**src/rtl/lif_mon_pkg.sv**
```systemverilog
// Shared types, width defaults and helpers for the LIF spike monitor.
// Optional feature macro: LIF_MON_BURST_EN (burst flag on report).
package lif_mon_pkg;

    localparam int unsigned WIN_W_DEFAULT  = 8;
    localparam int unsigned CNT_W_DEFAULT  = 8;
    localparam int unsigned ISI_W_DEFAULT  = 8;
    localparam int unsigned VMEM_W_DEFAULT = 7;

    typedef enum logic [0:0] {
        IDLE,
        RUN
    } mon_state_e;

    // Increment val, holding at the all-ones value of a width-bit counter.
    function automatic int unsigned sat_inc(input int unsigned val, input int unsigned width);
        longint unsigned max_val;
        max_val = (64'd1 << width) - 64'd1;
        if (64'(val) >= max_val) begin
            return val;
        end
        return val + 32'd1;
    endfunction

endpackage

```
**src/rtl/lif_isi_timer.sv**
```systemverilog
// Inter-spike interval timer: counts enabled cycles since the last spike and
// presents the completed interval on the cycle of the next spike.
// Optional feature macro: LIF_MON_BURST_EN (not used in this file).
module lif_isi_timer
    import lif_mon_pkg::*;
#(
    parameter int unsigned ISI_W = ISI_W_DEFAULT
) (
    input  logic             clk,
    input  logic             reset,
    input  logic             clear,
    input  logic             enable,
    input  logic             spk,
    output logic             isi_valid,
    output logic [ISI_W-1:0] isi_value
);

    logic [ISI_W-1:0] isi_cnt_q, isi_cnt_d;
    logic             armed_q, armed_d;

    // Next-state: restart on each spike, otherwise count saturating; first spike only arms.
    always_comb begin
        isi_cnt_d = isi_cnt_q;
        armed_d   = armed_q;
        isi_valid = 1'b0;
        // Interval ending at this cycle is the elapsed count plus this cycle.
        isi_value = ISI_W'(sat_inc(32'(isi_cnt_q), ISI_W));
        if (clear) begin
            isi_cnt_d = '0;
            armed_d   = 1'b0;
        end else if (enable) begin
            if (spk) begin
                isi_valid = armed_q;
                isi_cnt_d = '0;
                armed_d   = 1'b1;
            end else begin
                isi_cnt_d = ISI_W'(sat_inc(32'(isi_cnt_q), ISI_W));
            end
        end
    end

    // State register.
    always_ff @(posedge clk or posedge reset) begin
        if (reset) begin
            isi_cnt_q <= '0;
            armed_q   <= 1'b0;
        end else begin
            isi_cnt_q <= isi_cnt_d;
            armed_q   <= armed_d;
        end
    end

endmodule

```
**src/rtl/lif_spike_monitor.sv**
```systemverilog
// Windowed spike statistics for the LIF neuron core: spike count, latest ISI
// and peak membrane potential per window, emitted as one valid/ready report.
// Optional feature macro: LIF_MON_BURST_EN (adds BURST_ISI parameter and rpt_burst logic).
module lif_spike_monitor
    import lif_mon_pkg::*;
#(
    parameter int unsigned WIN_W  = WIN_W_DEFAULT,
    parameter int unsigned CNT_W  = CNT_W_DEFAULT,
    parameter int unsigned ISI_W  = ISI_W_DEFAULT,
    parameter int unsigned VMEM_W = VMEM_W_DEFAULT
`ifdef LIF_MON_BURST_EN
    ,
    parameter int unsigned BURST_ISI = 4
`endif
) (
    input  logic              clk,
    input  logic              reset,
    input  logic              enable,
    input  logic              clear,
    input  logic              spike_in,
    input  logic [VMEM_W-1:0] v_mem_in,
    input  logic [WIN_W-1:0]  win_len,
    output logic              rpt_valid,
    input  logic              rpt_ready,
    output logic [CNT_W-1:0]  rpt_count,
    output logic [ISI_W-1:0]  rpt_isi,
    output logic [VMEM_W-1:0] rpt_vpeak,
    output logic              rpt_burst,
    output logic              overrun
);

    mon_state_e        state_q, state_d;
    logic [WIN_W-1:0]  win_cnt_q, win_cnt_d;
    logic [CNT_W-1:0]  acc_cnt_q, acc_cnt_d, cnt_nxt;
    logic [VMEM_W-1:0] acc_peak_q, acc_peak_d, peak_nxt;
    logic [ISI_W-1:0]  acc_isi_q, acc_isi_d, isi_nxt;
    logic              spike_q;
    logic              rpt_valid_q, rpt_valid_d;
    logic [CNT_W-1:0]  rpt_count_q, rpt_count_d;
    logic [ISI_W-1:0]  rpt_isi_q, rpt_isi_d;
    logic [VMEM_W-1:0] rpt_vpeak_q, rpt_vpeak_d;
    logic              overrun_q, overrun_d;
    logic              spk;
    logic              isi_valid;
    logic [ISI_W-1:0]  isi_value;
`ifdef LIF_MON_BURST_EN
    logic              acc_burst_q, acc_burst_d, burst_nxt;
    logic              rpt_burst_q, rpt_burst_d;
`endif

    // Edge detect runs every cycle; gating by enable happens where spikes are consumed.
    assign spk = spike_in & ~spike_q;

    lif_isi_timer #(
        .ISI_W (ISI_W)
    ) u_isi_timer (
        .clk       (clk),
        .reset     (reset),
        .clear     (clear),
        .enable    (enable),
        .spk       (spk),
        .isi_valid (isi_valid),
        .isi_value (isi_value)
    );

    // Window FSM, accumulators and report slot next-state.
    always_comb begin
        state_d     = state_q;
        win_cnt_d   = win_cnt_q;
        acc_cnt_d   = acc_cnt_q;
        acc_peak_d  = acc_peak_q;
        acc_isi_d   = acc_isi_q;
        rpt_valid_d = rpt_valid_q;
        rpt_count_d = rpt_count_q;
        rpt_isi_d   = rpt_isi_q;
        rpt_vpeak_d = rpt_vpeak_q;
        overrun_d   = overrun_q;
        // Accumulator values including the current cycle.
        cnt_nxt     = spk ? CNT_W'(sat_inc(32'(acc_cnt_q), CNT_W)) : acc_cnt_q;
        peak_nxt    = (v_mem_in > acc_peak_q) ? v_mem_in : acc_peak_q;
        isi_nxt     = isi_valid ? isi_value : acc_isi_q;
`ifdef LIF_MON_BURST_EN
        acc_burst_d = acc_burst_q;
        rpt_burst_d = rpt_burst_q;
        burst_nxt   = acc_burst_q | (isi_valid && (32'(isi_value) <= BURST_ISI));
`endif

        if (clear) begin
            state_d     = IDLE;
            win_cnt_d   = '0;
            acc_cnt_d   = '0;
            acc_peak_d  = '0;
            acc_isi_d   = '0;
            rpt_valid_d = 1'b0;
            rpt_count_d = '0;
            rpt_isi_d   = '0;
            rpt_vpeak_d = '0;
            overrun_d   = 1'b0;
`ifdef LIF_MON_BURST_EN
            acc_burst_d = 1'b0;
            rpt_burst_d = 1'b0;
`endif
        end else begin
            if (rpt_valid_q && rpt_ready) begin
                rpt_valid_d = 1'b0;
            end
            if (enable) begin
                unique case (state_q)
                    IDLE: begin
                        if (win_len != '0) begin
                            state_d    = RUN;
                            win_cnt_d  = win_len;
                            acc_cnt_d  = '0;
                            acc_peak_d = '0;
                            acc_isi_d  = '0;
`ifdef LIF_MON_BURST_EN
                            acc_burst_d = 1'b0;
`endif
                        end
                    end
                    RUN: begin
                        if (win_cnt_q == WIN_W'(1)) begin
                            // Last window cycle: hand off or drop, then restart back-to-back.
                            if (!rpt_valid_q || rpt_ready) begin
                                rpt_valid_d = 1'b1;
                                rpt_count_d = cnt_nxt;
                                rpt_isi_d   = isi_nxt;
                                rpt_vpeak_d = peak_nxt;
`ifdef LIF_MON_BURST_EN
                                rpt_burst_d = burst_nxt;
`endif
                            end else begin
                                overrun_d = 1'b1;
                            end
                            acc_cnt_d  = '0;
                            acc_peak_d = '0;
                            acc_isi_d  = '0;
`ifdef LIF_MON_BURST_EN
                            acc_burst_d = 1'b0;
`endif
                            if (win_len == '0) begin
                                state_d   = IDLE;
                                win_cnt_d = '0;
                            end else begin
                                win_cnt_d = win_len;
                            end
                        end else begin
                            acc_cnt_d  = cnt_nxt;
                            acc_peak_d = peak_nxt;
                            acc_isi_d  = isi_nxt;
                            win_cnt_d  = win_cnt_q - WIN_W'(1);
`ifdef LIF_MON_BURST_EN
                            acc_burst_d = burst_nxt;
`endif
                        end
                    end
                    default: state_d = IDLE;
                endcase
            end
        end
    end

    // State registers; spike_q samples every cycle so edges during pauses are consumed.
    always_ff @(posedge clk or posedge reset) begin
        if (reset) begin
            state_q     <= IDLE;
            win_cnt_q   <= '0;
            acc_cnt_q   <= '0;
            acc_peak_q  <= '0;
            acc_isi_q   <= '0;
            spike_q     <= 1'b0;
            rpt_valid_q <= 1'b0;
            rpt_count_q <= '0;
            rpt_isi_q   <= '0;
            rpt_vpeak_q <= '0;
            overrun_q   <= 1'b0;
`ifdef LIF_MON_BURST_EN
            acc_burst_q <= 1'b0;
            rpt_burst_q <= 1'b0;
`endif
        end else begin
            state_q     <= state_d;
            win_cnt_q   <= win_cnt_d;
            acc_cnt_q   <= acc_cnt_d;
            acc_peak_q  <= acc_peak_d;
            acc_isi_q   <= acc_isi_d;
            spike_q     <= spike_in;
            rpt_valid_q <= rpt_valid_d;
            rpt_count_q <= rpt_count_d;
            rpt_isi_q   <= rpt_isi_d;
            rpt_vpeak_q <= rpt_vpeak_d;
            overrun_q   <= overrun_d;
`ifdef LIF_MON_BURST_EN
            acc_burst_q <= acc_burst_d;
            rpt_burst_q <= rpt_burst_d;
`endif
        end
    end

    assign rpt_valid = rpt_valid_q;
    assign rpt_count = rpt_count_q;
    assign rpt_isi   = rpt_isi_q;
    assign rpt_vpeak = rpt_vpeak_q;
    assign overrun   = overrun_q;
`ifdef LIF_MON_BURST_EN
    assign rpt_burst = rpt_burst_q;
`else
    assign rpt_burst = 1'b0;
`endif

endmodule

```
**config.mk**
```make
export PLATFORM = sky130hd
export DESIGN_NAME = lif_spike_monitor
export DESIGN_NICKNAME = d
export VERILOG_FILES = /design/src/rtl/lif_mon_pkg.sv /design/src/rtl/lif_isi_timer.sv /design/src/rtl/lif_spike_monitor.sv
export SDC_FILE = /design/constraint.sdc
export NUM_CORES = 1
export LEC_CHECK = 0
export BUFFER_PORTS_ARGS = -buffer_cell sky130_fd_sc_hd__clkbuf_2
export CAP_MARGIN = 25
export CORE_MARGIN = 3
export CORE_UTILIZATION = 40
export DETAILED_ROUTE_END_ITERATION = 12
export GPL_TIMING_DRIVEN = 0
export PLACE_DENSITY = 0.7
export REMOVE_ABC_BUFFERS = 1
export SYNTH_ARGS = -nofsm -noshare
export SYNTH_HDL_FRONTEND = slang
export SYNTH_SLANG_ARGS = --single-unit
```
**constraint.sdc**
```tcl
create_clock -name clk -period 2.4 [get_ports clk]
set_input_delay 0.72 -clock clk [delete_from_list [all_inputs] [get_ports clk]]
set_output_delay 0.72 -clock clk [all_outputs]
set_load 0.1 [all_outputs]
```
==> metrics.txt <==
status completed; worst setup margin 79.6 ps; Crit path max-delay family simple AND/OR/NAND/NOR gates; Post-DP Area 0.00386 mm^2; Final Hold Vio Count 0; row cnt 33; clock buffer count from CTS 9; leak pwr 1.87 nW; dpl ws -439 ps; fillcell total 764; Via density about 5.6; FMAX 0.431 GHz; CP Data Required Time 2630 ps; vias in the first global route 2840; Detailed Routing Iterations Pass 1 4; Cells after Synth 372; Final Cycle Share 96.7%; synthesized flop and latch total 67; Critical Path AT 2550 ps; crit-path max FO 12; Crit. End Element flip-flop; Setup CP Type reg -> reg; FF-to-FF path depth 7; max-cap viol count 0; H-tree depth 3; CTS Sinks 67; Die Span X approximately 100 um; Routed Antenna Nets 0; Worst setup SP type flip-flop; clock root cell clkbuf_8; Hold Crit Depth 2; clk buf depth 2; fin crit period 2320 ps; r2r startpoint win_cnt_q[1]$_DFFE_PP0P_; max-slew violation count 0; area delta synth->final 17.0%; maximum VDD drop ~0.41 mV; Hold Path Sink rpt_vpeak[1]$_DFFE_PP0P_; share of cells above drive strength 1 21.9%; initial core utilization a little over two fifths; clk_lat worst skew 340 ps; die area 0.0101 mm^2; critical-path cell list inv_1, ha_1, or3b_2, nor4_2, nor2_2, buf_8, a22o_1; Slowest Stage Delay on Critical Path 540 ps; number of flops mapped to enable cells by yosys 0; largest net degree at the start of global routing 68; Synth Warn # 0; io pins 47; FFs w/ async S/R, synth 100%; fin area 0.00419 mm^2; TritonCTS clock tree yes; initial antenna violation count 0; Floorplan Core Area 0.00846 mm^2; NumNets Final 448; most common cell after layout, fill and taps aside dfrtp_1; global-route wire length before repair 13400 um; # setup viols final 0; Tot Pwr 2.70 mW; DPL Wire Length 5660 um; Synth cell types 60; sequential-to-total area share from yosys stat 46.9%; final wirelength 8000 um; buffers plus inverters on the worst setup path 2; r2r setup slk 80 ps; I/O Buffers 45; setup TNS after final layout 0 ps; syn_area_per_cell 9.62 um^2; Worst slew margin between 40% and 50%; Worst Tran Pin Value 801 ps; Die Y 101 um; Routed WL per cell 15.2 um; All-Layer GR Usage 16.5%; residual DRC count 0; via count 2957; most frequent cells in the layout dfrtp_1, nand2_1, clkbuf_2; synthesized area 0.00358 mm^2; GRT overflow 0; Crit-path slowest cell or3b_2; initial drt markers 105; Pwr per Cell Area 644 mW/mm^2; Layout Skew 9.67 ps; Crit Reg-Reg Endpoint rpt_count[2]$_DFFE_PP0P_; Worst-path clk slew ~80 ps; Hold Crit Start rpt_vpeak[1]$_DFFE_PP0P_; Top FF cell, synth dfrtp_1; # diodes 0; worst hold-check path type reg -> reg; RD Place Congestion around 0.92
-- metrics by stage --
stage	utilization (%)	instances	hold WS [ps]
2_1_floorplan	-	355	449
3_3_place_gp	45.3	505	462
3_5_place_dp	45.6	507	467
4_1_cts	48.8	523	486
5_1_grt	49.5	526	512
6_report	49.5	526	481
-- flip-flops by register name (all words and copies together), names as in the netlist --
register and count:
overrun 1, acc_peak_q 7, acc_isi_q 8, spike_q 1, rpt_count 8, u_isi_timer.isi_cnt_q 8
rpt_valid 1, acc_cnt_q 8, rpt_vpeak 7, win_cnt_q 8, u_isi_timer.armed_q 1, rpt_isi 8
state_q 1
-- synth_stat cells (3+ instances only) --
master	n	area, um^2
a21oi_1	22	110
a22o_1	10	87.6
a31oi_1	5	31.3
a32o_1	4	40.0
a32oi_1	4	35.0
clkbuf_1	9	33.8
dfrtp_1	67	1680
ha_1	11	138
inv_1	12	45.0
mux2_2	3	33.8
mux2i_1	11	110
nand2_1	54	203
nand2b_1	3	18.8
nand3_1	13	65.1
nand4_1	4	25.0
nor2_1	20	75.1
nor3_1	3	15.0
nor4_1	3	18.8
o211ai_1	6	45.0
o21ai_0	39	195
o21ai_1	8	40.0
o21ai_2	5	43.8
o22ai_1	3	18.8
xor2_1	4	35.0
-- per-layer routing --
| metal | share of wire (%) | global-route usage [%] | up-vias |
|---|---|---|---|
| met2 | 47 | 25.8 | 69 |
| met3 | 5.1 | 4.43 | 5 |
| met1 | 47 | 22.7 | 1427 |
| met4 | 0.66 | 4.77 | 0 |
| li1 | - | - | 1456 |
| met5 | 0 | 0 | - |
-- tightest hold or removal path, delay by kind of cell, from the launching register on --
family / cells / cell delay, ps
compound gates: 1 / 50
flops: 1 / 340
simple gates: 1 / 60
-- worst max path at each step --
| stage | depth (start not counted) | endpoint | startpoint | slack (ps) |
|---|---|---|---|---|
| global placement | 2 | win_cnt_q[0]$_DFFE_PP0P_ | reset | -820 |
| global route | 7 | rpt_isi[7]$_DFFE_PP0P_ | win_cnt_q[1]$_DFFE_PP0P_ | -40 |
| CTS | 6 | acc_isi_q[5]$_DFFE_PP0P_ | clear | 20 |
| finish | 7 | rpt_count[2]$_DFFE_PP0P_ | win_cnt_q[1]$_DFFE_PP0P_ | 80 |
| floorplan | 1 | acc_cnt_q[0]$_DFFE_PP0P_ | reset | -3 |
| detailed placement | 7 | acc_peak_q[5]$_DFFE_PP0P_ | v_mem_in[4] | -440 |
-- power breakdown --
part / switching (mW) / total [mW] / internal [mW]
Clock: 0.435 / 1.23 / 0.799
Combinational: 0.183 / 0.283 / 0.100
Sequential: 0.0300 / 1.18 / 1.15
-- cells by family (layout without fill, tap and decap cells) --
kind of cell	count (synthesis)	in the layout	share of synthesized area (%)
and+or+nand+nor	124	124	18.0
AOI/OAI and AO/OA	121	121	21.9
xor gates and xnor gates	5	5	1.22
DFF	67	67	46.9
other	1	1	0.105
muxes	14	14	4.02
adders and majority gates	11	11	3.85
buffers and inverters	29	78	4.09
-- timing repair --
item / 4_1_cts / 5_1_grt
hold buffers: 0 / 0
setup endpoints to repair: 7 / 16
gates resized for setup: 2 / 5
cloned: 0 / 0
endpoints found under the hold margin: 0 / 0
buffers inserted: 0 / 3
pin swaps: 0 / 1
-- final cells by class --
type / instances / area (um^2) / share of cell area [%]
inverter: 12 / 47.5 / 1.14
clock inverter: 6 / 138 / 3.29
tap: 105 / 131 / 3.14
timing repair buffer: 50 / 268 / 6.40
clock buffer: 10 / 128 / 3.05
multi-input combinational: 276 / 1800 / 42.9
sequential: 67 / 1680 / 40.0
Power figures use the tool's default switching activity.
